<file path="config.mk">
export PLATFORM = sky130hd
export DESIGN_NAME = vblank_scheduler
export DESIGN_NICKNAME = d
export VERILOG_FILES = /design/src/rtl/vblank_scheduler_pkg.sv /design/src/rtl/vblank_scheduler_edge_detect.sv /design/src/rtl/vblank_scheduler.sv
export SDC_FILE = /design/constraint.sdc
export NUM_CORES = 1
export LEC_CHECK = 0
export ABC_AREA = 0
export BUFFER_PORTS_ARGS = -buffer_cell sky130_fd_sc_hd__buf_2
export CAP_MARGIN = 15
export CORE_UTILIZATION = 35
export DETAILED_ROUTE_END_ITERATION = 6
export GPL_ROUTABILITY_DRIVEN = 0
export PLACE_DENSITY = 0.65
export SLEW_MARGIN = 30
export SYNTH_ARGS = -nofsm -noshare
export SYNTH_HDL_FRONTEND = slang
export SYNTH_HIERARCHICAL = 1
export SYNTH_SLANG_ARGS = --single-unit
</file>
<file path="constraint.sdc">
create_clock -name clk -period 2.2 [get_ports clk]
set_input_delay 0.44 -clock clk [delete_from_list [all_inputs] [get_ports clk]]
set_output_delay 0.44 -clock clk [all_outputs]
set_load 0.01 [all_outputs]
</file>
<file path="src/rtl/vblank_scheduler_pkg.sv">
// Shared types and constants for the vertical-blank update scheduler.
package vblank_scheduler_pkg;

  typedef enum logic [1:0] {
    IDLE  = 2'd0,
    SCAN  = 2'd1,
    ISSUE = 2'd2,
    WAIT  = 2'd3
  } sched_state_t;

  // Client slots in scan order; lower index is served first.
  localparam int CL_PLAYER   = 0;
  localparam int CL_INVADERS = 1;
  localparam int CL_BULLETS  = 2;
  localparam int CL_SCORE    = 3;

endpackage

</file>
<file path="src/rtl/vblank_scheduler_edge_detect.sv">
// One-bit registered edge detector; rise/fall are valid in the cycle the input changes.
module edge_detect (
  input  logic clk,
  input  logic rst,
  input  logic sig,
  output logic rise,
  output logic fall
);

  logic sig_d;
  logic sig_q;

  always_comb begin
    sig_d = sig;
  end

  always_ff @(posedge clk) begin
    if (rst) begin
      sig_q <= 1'b0;
    end else begin
      sig_q <= sig_d;
    end
  end

  assign rise = sig & ~sig_q;
  assign fall = ~sig & sig_q;

endmodule

</file>
<file path="src/rtl/vblank_scheduler.sv">
// Grants game-logic clients one at a time at each vertical-blank start and
// flags frames where the work spills into active video or a client stalls.
module vblank_scheduler
  import vblank_scheduler_pkg::*;
#(
  parameter int N_CLIENTS   = 4,
  parameter int TIMEOUT_CYC = 4096,
  parameter int FRAME_CNT_W = 16
) (
  input  logic                   clk,
  input  logic                   rst,
  input  logic                   vblnk,
  input  logic [N_CLIENTS-1:0]   req,
  input  logic [N_CLIENTS-1:0]   done,
  input  logic                   clr_err,
  output logic [N_CLIENTS-1:0]   start,
  output logic                   busy,
  output logic                   frame_tick,
  output logic [FRAME_CNT_W-1:0] frame_cnt,
  output logic                   overrun,
  output logic [N_CLIENTS-1:0]   timeout_err,
  output sched_state_t           state_dbg
);

  localparam int IDX_W = $clog2(N_CLIENTS + 1);
  localparam int TMR_W = $clog2(TIMEOUT_CYC);
  localparam logic [N_CLIENTS-1:0] ONE_HOT0 = {{(N_CLIENTS-1){1'b0}}, 1'b1};

  // Handshake: start[i] is a one-cycle pulse; the client answers with done[i]
  // (pulse or level) in any later cycle. done[i] is only looked at while the
  // scheduler is waiting on client i, so stale or foreign done bits are harmless.

  sched_state_t           state_d, state_q;
  logic [IDX_W-1:0]       idx_d, idx_q;
  logic [TMR_W-1:0]       timer_d, timer_q;
  logic [N_CLIENTS-1:0]   start_d, start_q;
  logic                   busy_d, busy_q;
  logic                   frame_tick_d, frame_tick_q;
  logic [FRAME_CNT_W-1:0] frame_cnt_d, frame_cnt_q;
  logic                   overrun_d, overrun_q;
  logic [N_CLIENTS-1:0]   timeout_d, timeout_q;
  logic                   armed_d, armed_q;

  logic                   rise, fall, rise_ok;
  logic [N_CLIENTS-1:0]   sel;
  logic                   req_hit, done_hit, in_seq;
  logic [N_CLIENTS-1:0]   tmo_set;

  edge_detect u_vblnk_edge (
    .clk  (clk),
    .rst  (rst),
    .sig  (vblnk),
    .rise (rise),
    .fall (fall)
  );

  // A blank already in progress at reset release must not count as a frame.
  assign rise_ok  = rise & armed_q;
  assign sel      = (idx_q < IDX_W'(N_CLIENTS)) ? (ONE_HOT0 << idx_q) : '0;
  assign req_hit  = |(req & sel);
  assign done_hit = |(done & sel);
  assign in_seq   = (state_q != IDLE);

  always_comb begin
    state_d      = state_q;
    idx_d        = idx_q;
    timer_d      = timer_q;
    start_d      = '0;
    tmo_set      = '0;
    frame_tick_d = rise_ok;
    frame_cnt_d  = frame_cnt_q + {{(FRAME_CNT_W-1){1'b0}}, rise_ok};
    armed_d      = armed_q | ~vblnk;

    case (state_q)
      IDLE: begin
        if (rise_ok) begin
          state_d = SCAN;
          idx_d   = '0;
        end
      end
      SCAN: begin
        if (idx_q == IDX_W'(N_CLIENTS)) begin
          state_d = IDLE;
        end else if (!req_hit) begin
          idx_d = idx_q + IDX_W'(1);
        end else begin
          state_d = ISSUE;
        end
      end
      ISSUE: begin
        start_d = sel;
        timer_d = '0;
        state_d = WAIT;
      end
      WAIT: begin
        timer_d = timer_q + TMR_W'(1);
        if (done_hit) begin
          idx_d   = idx_q + IDX_W'(1);
          state_d = SCAN;
        end else if (timer_q == TMR_W'(TIMEOUT_CYC - 1)) begin
          tmo_set = sel;
          idx_d   = idx_q + IDX_W'(1);
          state_d = SCAN;
        end
      end
      default: state_d = IDLE;
    endcase

    // Error set wins over a simultaneous clear.
    overrun_d = (clr_err ? 1'b0 : overrun_q) | (in_seq & (fall | rise_ok));
    timeout_d = (clr_err ? '0 : timeout_q) | tmo_set;
    busy_d    = (state_d != IDLE);
  end

  always_ff @(posedge clk) begin
    if (rst) begin
      state_q      <= IDLE;
      idx_q        <= '0;
      timer_q      <= '0;
      start_q      <= '0;
      busy_q       <= 1'b0;
      frame_tick_q <= 1'b0;
      frame_cnt_q  <= '0;
      overrun_q    <= 1'b0;
      timeout_q    <= '0;
      armed_q      <= 1'b0;
    end else begin
      state_q      <= state_d;
      idx_q        <= idx_d;
      timer_q      <= timer_d;
      start_q      <= start_d;
      busy_q       <= busy_d;
      frame_tick_q <= frame_tick_d;
      frame_cnt_q  <= frame_cnt_d;
      overrun_q    <= overrun_d;
      timeout_q    <= timeout_d;
      armed_q      <= armed_d;
    end
  end

  assign start       = start_q;
  assign busy        = busy_q;
  assign frame_tick  = frame_tick_q;
  assign frame_cnt   = frame_cnt_q;
  assign overrun     = overrun_q;
  assign timeout_err = timeout_q;
  assign state_dbg   = state_q;

endmodule

</file>
Yosys cells after proc, flatten, opt, wreduce, memory -nomap -nowiden
Cells that the tools add are included.
{ "totals": {"output_inout_bits": 29, "reg_bits": 46, "in_bits": 12, "wordCells": 66} }
{ "op_classes": {"shift": 1, "muxes": 19, "eq_ne": 9, "n_bitwise": 13, "addsub": 3, "n_reduce_logical": 9, "order_cmp": 1} }
{ "op_table": {"columns": ["operator", "count"], "rows": [
  ["$pmux 12 s2", 1],
  ["$mux 4", 5],
  ["$add 16x1->16", 1],
  ["$mux 3", 5],
  ["$add 12x1->12 const B", 1],
  ["$eq 12x12->1 const B", 1],
  ["$mux 2", 5],
  ["$pmux 3 s3", 1],
  ["$and 4x4->4", 2],
  ["$pmux 2 s4", 1],
  ["$reduce_or 4->1", 2],
  ["$ne 2x2->1 const B", 3],
  ["$reduce_bool 2->1", 3],
  ["$reduce_and 5->1", 1],
  ["$and 1x1->1", 4],
  ["$eq 2x2->1 const B", 2],
  ["$or 4x4->4", 1],
  ["$shl 1x3->4 const A", 1],
  ["$add 3x1->3 const B", 1],
  ["$eq 3x3->1 const B", 1],
  ["$lt 3x3->1 const B", 1],
  ["$ne 3x3->1 const B", 1],
  ["$not 1->1", 3],
  ["$or 1x1->1", 3],
  ["5 further kinds", 5]
]} }

Longest topological paths before layout
{ "logic_depth": {"word_depth": 8, "mapped_depth": 9, "mapped_depth_nobuf": 9} }

By module
Netlist, hierarchy kept.
{ "modules_own_cells": {"columns": ["module", "area_per_inst_um2", "seq_area_each_um2", "n_inst", "cells_per_inst"], "rows": [
  ["vblank_scheduler", 2179.6, 900.9, 1, 245],
  ["edge_detect", 38.8, 20.0, 1, 4]
]} }

Worst setup path before layout
Ideal clock, no wire load.
{ "synth_timing": {"path_type": "input -> register", "start": "input vblnk", "end": "register frame_cnt_q[15] (netlist: frame_cnt[15])", "stages": 8, "arrival_time_ps": 1906, "setup_ps": 70, "path_slack_ps": 224, "n_path_buf": 0, "cell_sequence": "nor2b_1 nand2_1 inv_1 ha_1 and3_1 nand4_4 or4_1 a21oi_1"} }
{ "synth_via": {"elab_chain_len": 3} }
{ "synth_rtl": {"columns": ["element", "line", "source"], "rows": [
  ["from (decl)", "vblank_scheduler.sv:12", "input logic vblnk,"],
  ["$and 1x1->1", "vblank_scheduler_edge_detect.sv:25", "assign rise = sig & ~sig_q;"],
  ["$and 1x1->1", "vblank_scheduler.sv:58", "assign rise_ok = rise & armed_q;"],
  ["named net frame_tick_d", "vblank_scheduler.sv:38", "logic frame_tick_d, frame_tick_q;"],
  ["$add 16x1->16", "vblank_scheduler.sv:71", "frame_cnt_d = frame_cnt_q + {{(FRAME_CNT_W-1){1'b0}}, rise_ok};"],
  ["to (signal assigned)", "vblank_scheduler.sv:134", "frame_cnt_q <= frame_cnt_d;"],
  ["to (decl)", "vblank_scheduler.sv:39", "logic [FRAME_CNT_W-1:0] frame_cnt_d, frame_cnt_q;"]
]} }
The timed path passes the listed nets, and every way through them passes these cells.
A chain may end at the register's enable or synchronous reset.

Worst setup path after layout
{ "layout_timing": {"start": "register idx_q[0]", "end": "register idx_q[0]"} }
{ "layout_via": {"elab_chain_len": 6} }
{ "layout_rtl": {"columns": ["element", "line", "source"], "rows": [
  ["from (decl)", "vblank_scheduler.sv:34", "logic [IDX_W-1:0] idx_d, idx_q;"],
  ["from (signal assigned)", "vblank_scheduler.sv:129", "idx_q <= idx_d;"],
  ["$lt 3x3->1 or $shl 1x3->4 (tied branches)", "vblank_scheduler.sv:59", "assign sel = (idx_q < IDX_W'(N_CLIENTS)) ? (ONE_HOT0 << idx_q) : '0;"],
  ["$mux 4", "vblank_scheduler.sv:59", null],
  ["$and 4x4->4, on equally long branches", "vblank_scheduler.sv:61, vblank_scheduler.sv:60", null],
  ["$reduce_or 4->1, on equally long branches", "vblank_scheduler.sv:61, vblank_scheduler.sv:60", null],
  ["$ne 3x3->1 (no source line) (tied with other cells)", null, null],
  ["$reduce_and 5->1 (no source line) or $pmux 3 s3 (tied branches)", null, null]
]} }
Several ways; a longest one is shown, not always the timed one. The select of a mux whose other input is x is not followed.

==> impl_metrics.toml <==
[sta]
final_hold_viol_count = 0
worst_clock_skew_ns = 0.00666
fin_tns_setup_ns = 0
tightest_slew_ns = 0.493
post-route-period-util_pct = 89.9
setup_violations = 0
slew_viol_final = 0
fmax_ghz = 0.506
rsz0062_at_grt = "no"
setup_ws_ns = 0.223
period_minus_slack_ns = 1.98
slew_headroom_pct = 67.2

[cells_and_area]
syn_to_final_growth_pct = 17.7
fin_nets = 320
stdcell_count = 370
final_layout_size_suffix_gt1_share_pct = 22.0
diodes = 0

[critical_path]
worstSetupPathType = "reg2reg"
worst_setup_path_start_kind = "register"
critPathMaxFanout = 5
rr_startpoint = "idx_q[0]$_SDFFE_PP0P_"
startpoint = "idx_q[0]$_SDFFE_PP0P_"
endpoint_kind = "register"
r2r_cells = 6
cp.arrival_ns = 2.16
max_stage_delay_ns = 0.39
cpMaxStageDelayCell = "dfxtp_1"
crit_chain = "inv_1 > ha_1 > a21boi_0 > o2111a_1 > o221ai_2 > mux2_1"
cp.required_ns = 2.39

[synth]
synth_top_area_share_pct = 41.5
synth_top_area_cell = "dfxtp_1"
synth_warnings = 6
synth_ff_type = "dfxtp_1"
ys_top_cells_by_area = "dfxtp_1 42%, ha_1 7.3%, a21oi_1 4.7%"
synth_cells = 249
ys_types = 52
netlist_area_sq_um = 2220
async_reset_ff_share_pct = 0
synth-edff-count = 0
ys_seq_area_share_pct = 41.5
ys_ff_latch = 46
synthesis.nets = 274
avgSynthCellArea_sq_um = 8.91

[drt]
final_antenna_net_count = 0
drtIter0Drc = 82
wl_per_cell_um = 12.3
drcViolationCount = 0
dr.pass1.iters = 4
via_per_inst = 5.18
drt-total-wl_mm = 4.56
vias = 1918

[worst_hold_path]
hold_path_depth = 2
worstHoldStart = "vblnk"
worstHoldPathType = "in2reg"

[clock_network]
cts_tree = "built"
clock_latency_ns = 0.29
clkTransAtPathRegs_ns = 0.08
clock-sinks = 46
cts_hold_buf = 0
clk_path_buf_depth = 2
cts_max_level = 2
cts-resized-gates = 0
cts_inserted_buffers = 5
postCtsSetupBuffers = 0
cts-root-buf = "clkbuf_8"

[place]
dp_slack_ns = 0.0546
portBuffers = 40
post-place-cells = 363
dp_hpwl_mm = 3.24

[global_routing]
overflow = 0
grt_pass1_wl_mm = 7.55
grt_pass1_vias = 1673
antenna_found_initial = 0
grt.total_usage_pct = 14.5
grt_max_degree = 27

[die]
fp.dieW_um = 81.6
ios = 41
die_height_um = 81.6
dieArea_sq_um = 6660
start_util_pct = 36.8
coreArea_sq_um = 6030
rows = 28

[power_and_ir_drop]
ir_worst_vdd_mv = 0.206
p_leak_nw = 1.06
pwr_density_cell_nw_per_um2 = 574
power_mw = 1.50

[flow_run]
cap_violations = 0

[outcome]
status = "finished clean"
cell usage after synthesis, types with 2 or more instances:
master and instances:
a211oi_1 3, a21oi_1 21, a22oi_1 2, a311oi_1 4, a41oi_1 2, and3_1 2
buf_1 3, buf_2 2, clkbuf_1 3, dfxtp_1 46, ha_1 13, inv_1 17
mux2_1 3, nand2_1 15, nand3_1 6, nand3_2 2, nand3b_1 3, nand4_1 8
nor2_1 27, nor2b_1 5, nor3_1 3, nor3b_1 3, o2111a_1 2, o21ai_0 12
or2_2 2, or3_1 7, or4_1 2, xnor2_1 3, xor2_1 5
cells by family after synthesis:
| logic type | after synthesis | synth area share [%] |
|---|---|---|
| multiplexers | 4 | 1.97 |
| XOR/XNOR | 8 | 3.16 |
| AND/OR/NAND/NOR | 92 | 23.3 |
| flip-flops | 46 | 41.5 |
| adder cells (fa/ha/maj) | 13 | 7.33 |
| AO/OA/AOI/OAI | 61 | 18.3 |
| buffers and inverters | 25 | 4.34 |
worst max-delay path: cells and delay by family, from the launching register on:
family | cells | cell delay (ns)
compound gates | 3 | 0.78
fa+ha+maj | 1 | 0.27
buf+inv | 1 | 0.10
flops | 1 | 0.39
mux | 1 | 0.33
placed cells by master, fill, tap and decap left out, drive strengths merged, types with 3 or more instances in the layout:
| master | count |
|---|---|
| buf | 47 |
| dfxtp | 46 |
| nor2 | 27 |
| a21oi | 21 |
| inv | 17 |
| nand2 | 15 |
| ha | 13 |
| o21ai | 12 |
| nand4 | 9 |
| nand3 | 8 |
| or3 | 7 |
| xor2 | 5 |
| nor2b | 5 |
| clkbuf | 5 |
| a311oi | 4 |
| a211oi | 3 |
| nand3b | 3 |
| nor3 | 3 |
| mux2 | 3 |
| nor3b | 3 |
| xnor2 | 3 |
layer usage:
metal | wire length, um | part of all wire (%) | global-route usage (%) | vias up
li1 | - | - | - | 987
met1 | 2300 | 50 | 19.4 | 890
met2 | 2060 | 45 | 23.2 | 36
met3 | 166 | 3.6 | 2.67 | 5
met4 | 40 | 0.88 | 5.09 | 0
met5 | 0 | 0 | 0 | -
final cells by class:
type	instances	area [sq um]
Multi-Input combinational cell	178	1200
Timing Repair Buffer	47	253
Sequential cell	46	921
Fill cell	652	3410
Tap cell	75	93.8
Clock buffer	5	68.8
Clock inverter	2	10.0
Inverter	17	63.8
report_power, final:
part	total, mW	switching (mW)	internal, mW
logic	0.155	0.0898	0.0650
registers	0.859	0.0114	0.847
clock network	0.485	0.271	0.214
state kept, by name, summed over array words and instances, names as in the netlist:
signal              count
armed_q                 1
busy                    1
frame_cnt              16
frame_tick              1
idx_q                   3
overrun                 1
start                   4
state_dbg               2
timeout_err             4
timer_q                12
u_vblnk_edge/sig_q      1
worst paths after layout:
path | slack, ns | endpoint
worst max register to register | 0.22 | idx_q[0]$_SDFFE_PP0P_
worst min-delay path | 0.35 | armed_q$_SDFF_PP0_
worst max-delay path | 0.22 | idx_q[0]$_SDFFE_PP0P_
worst min register to register | 0.46 | timeout_err[2]$_SDFF_PP0_
stage by stage:
step	utilization, %	hold WS (ns)	area [sq um]
after floorplan	-	0.439	2220
after global placement	42.0	0.444	2530
after detailed placement	42.0	0.448	2530
after CTS	43.3	0.342	2610
after global routing	43.3	0.366	2610
final	43.3	0.351	2610
(Power assumes the default switching activity.)
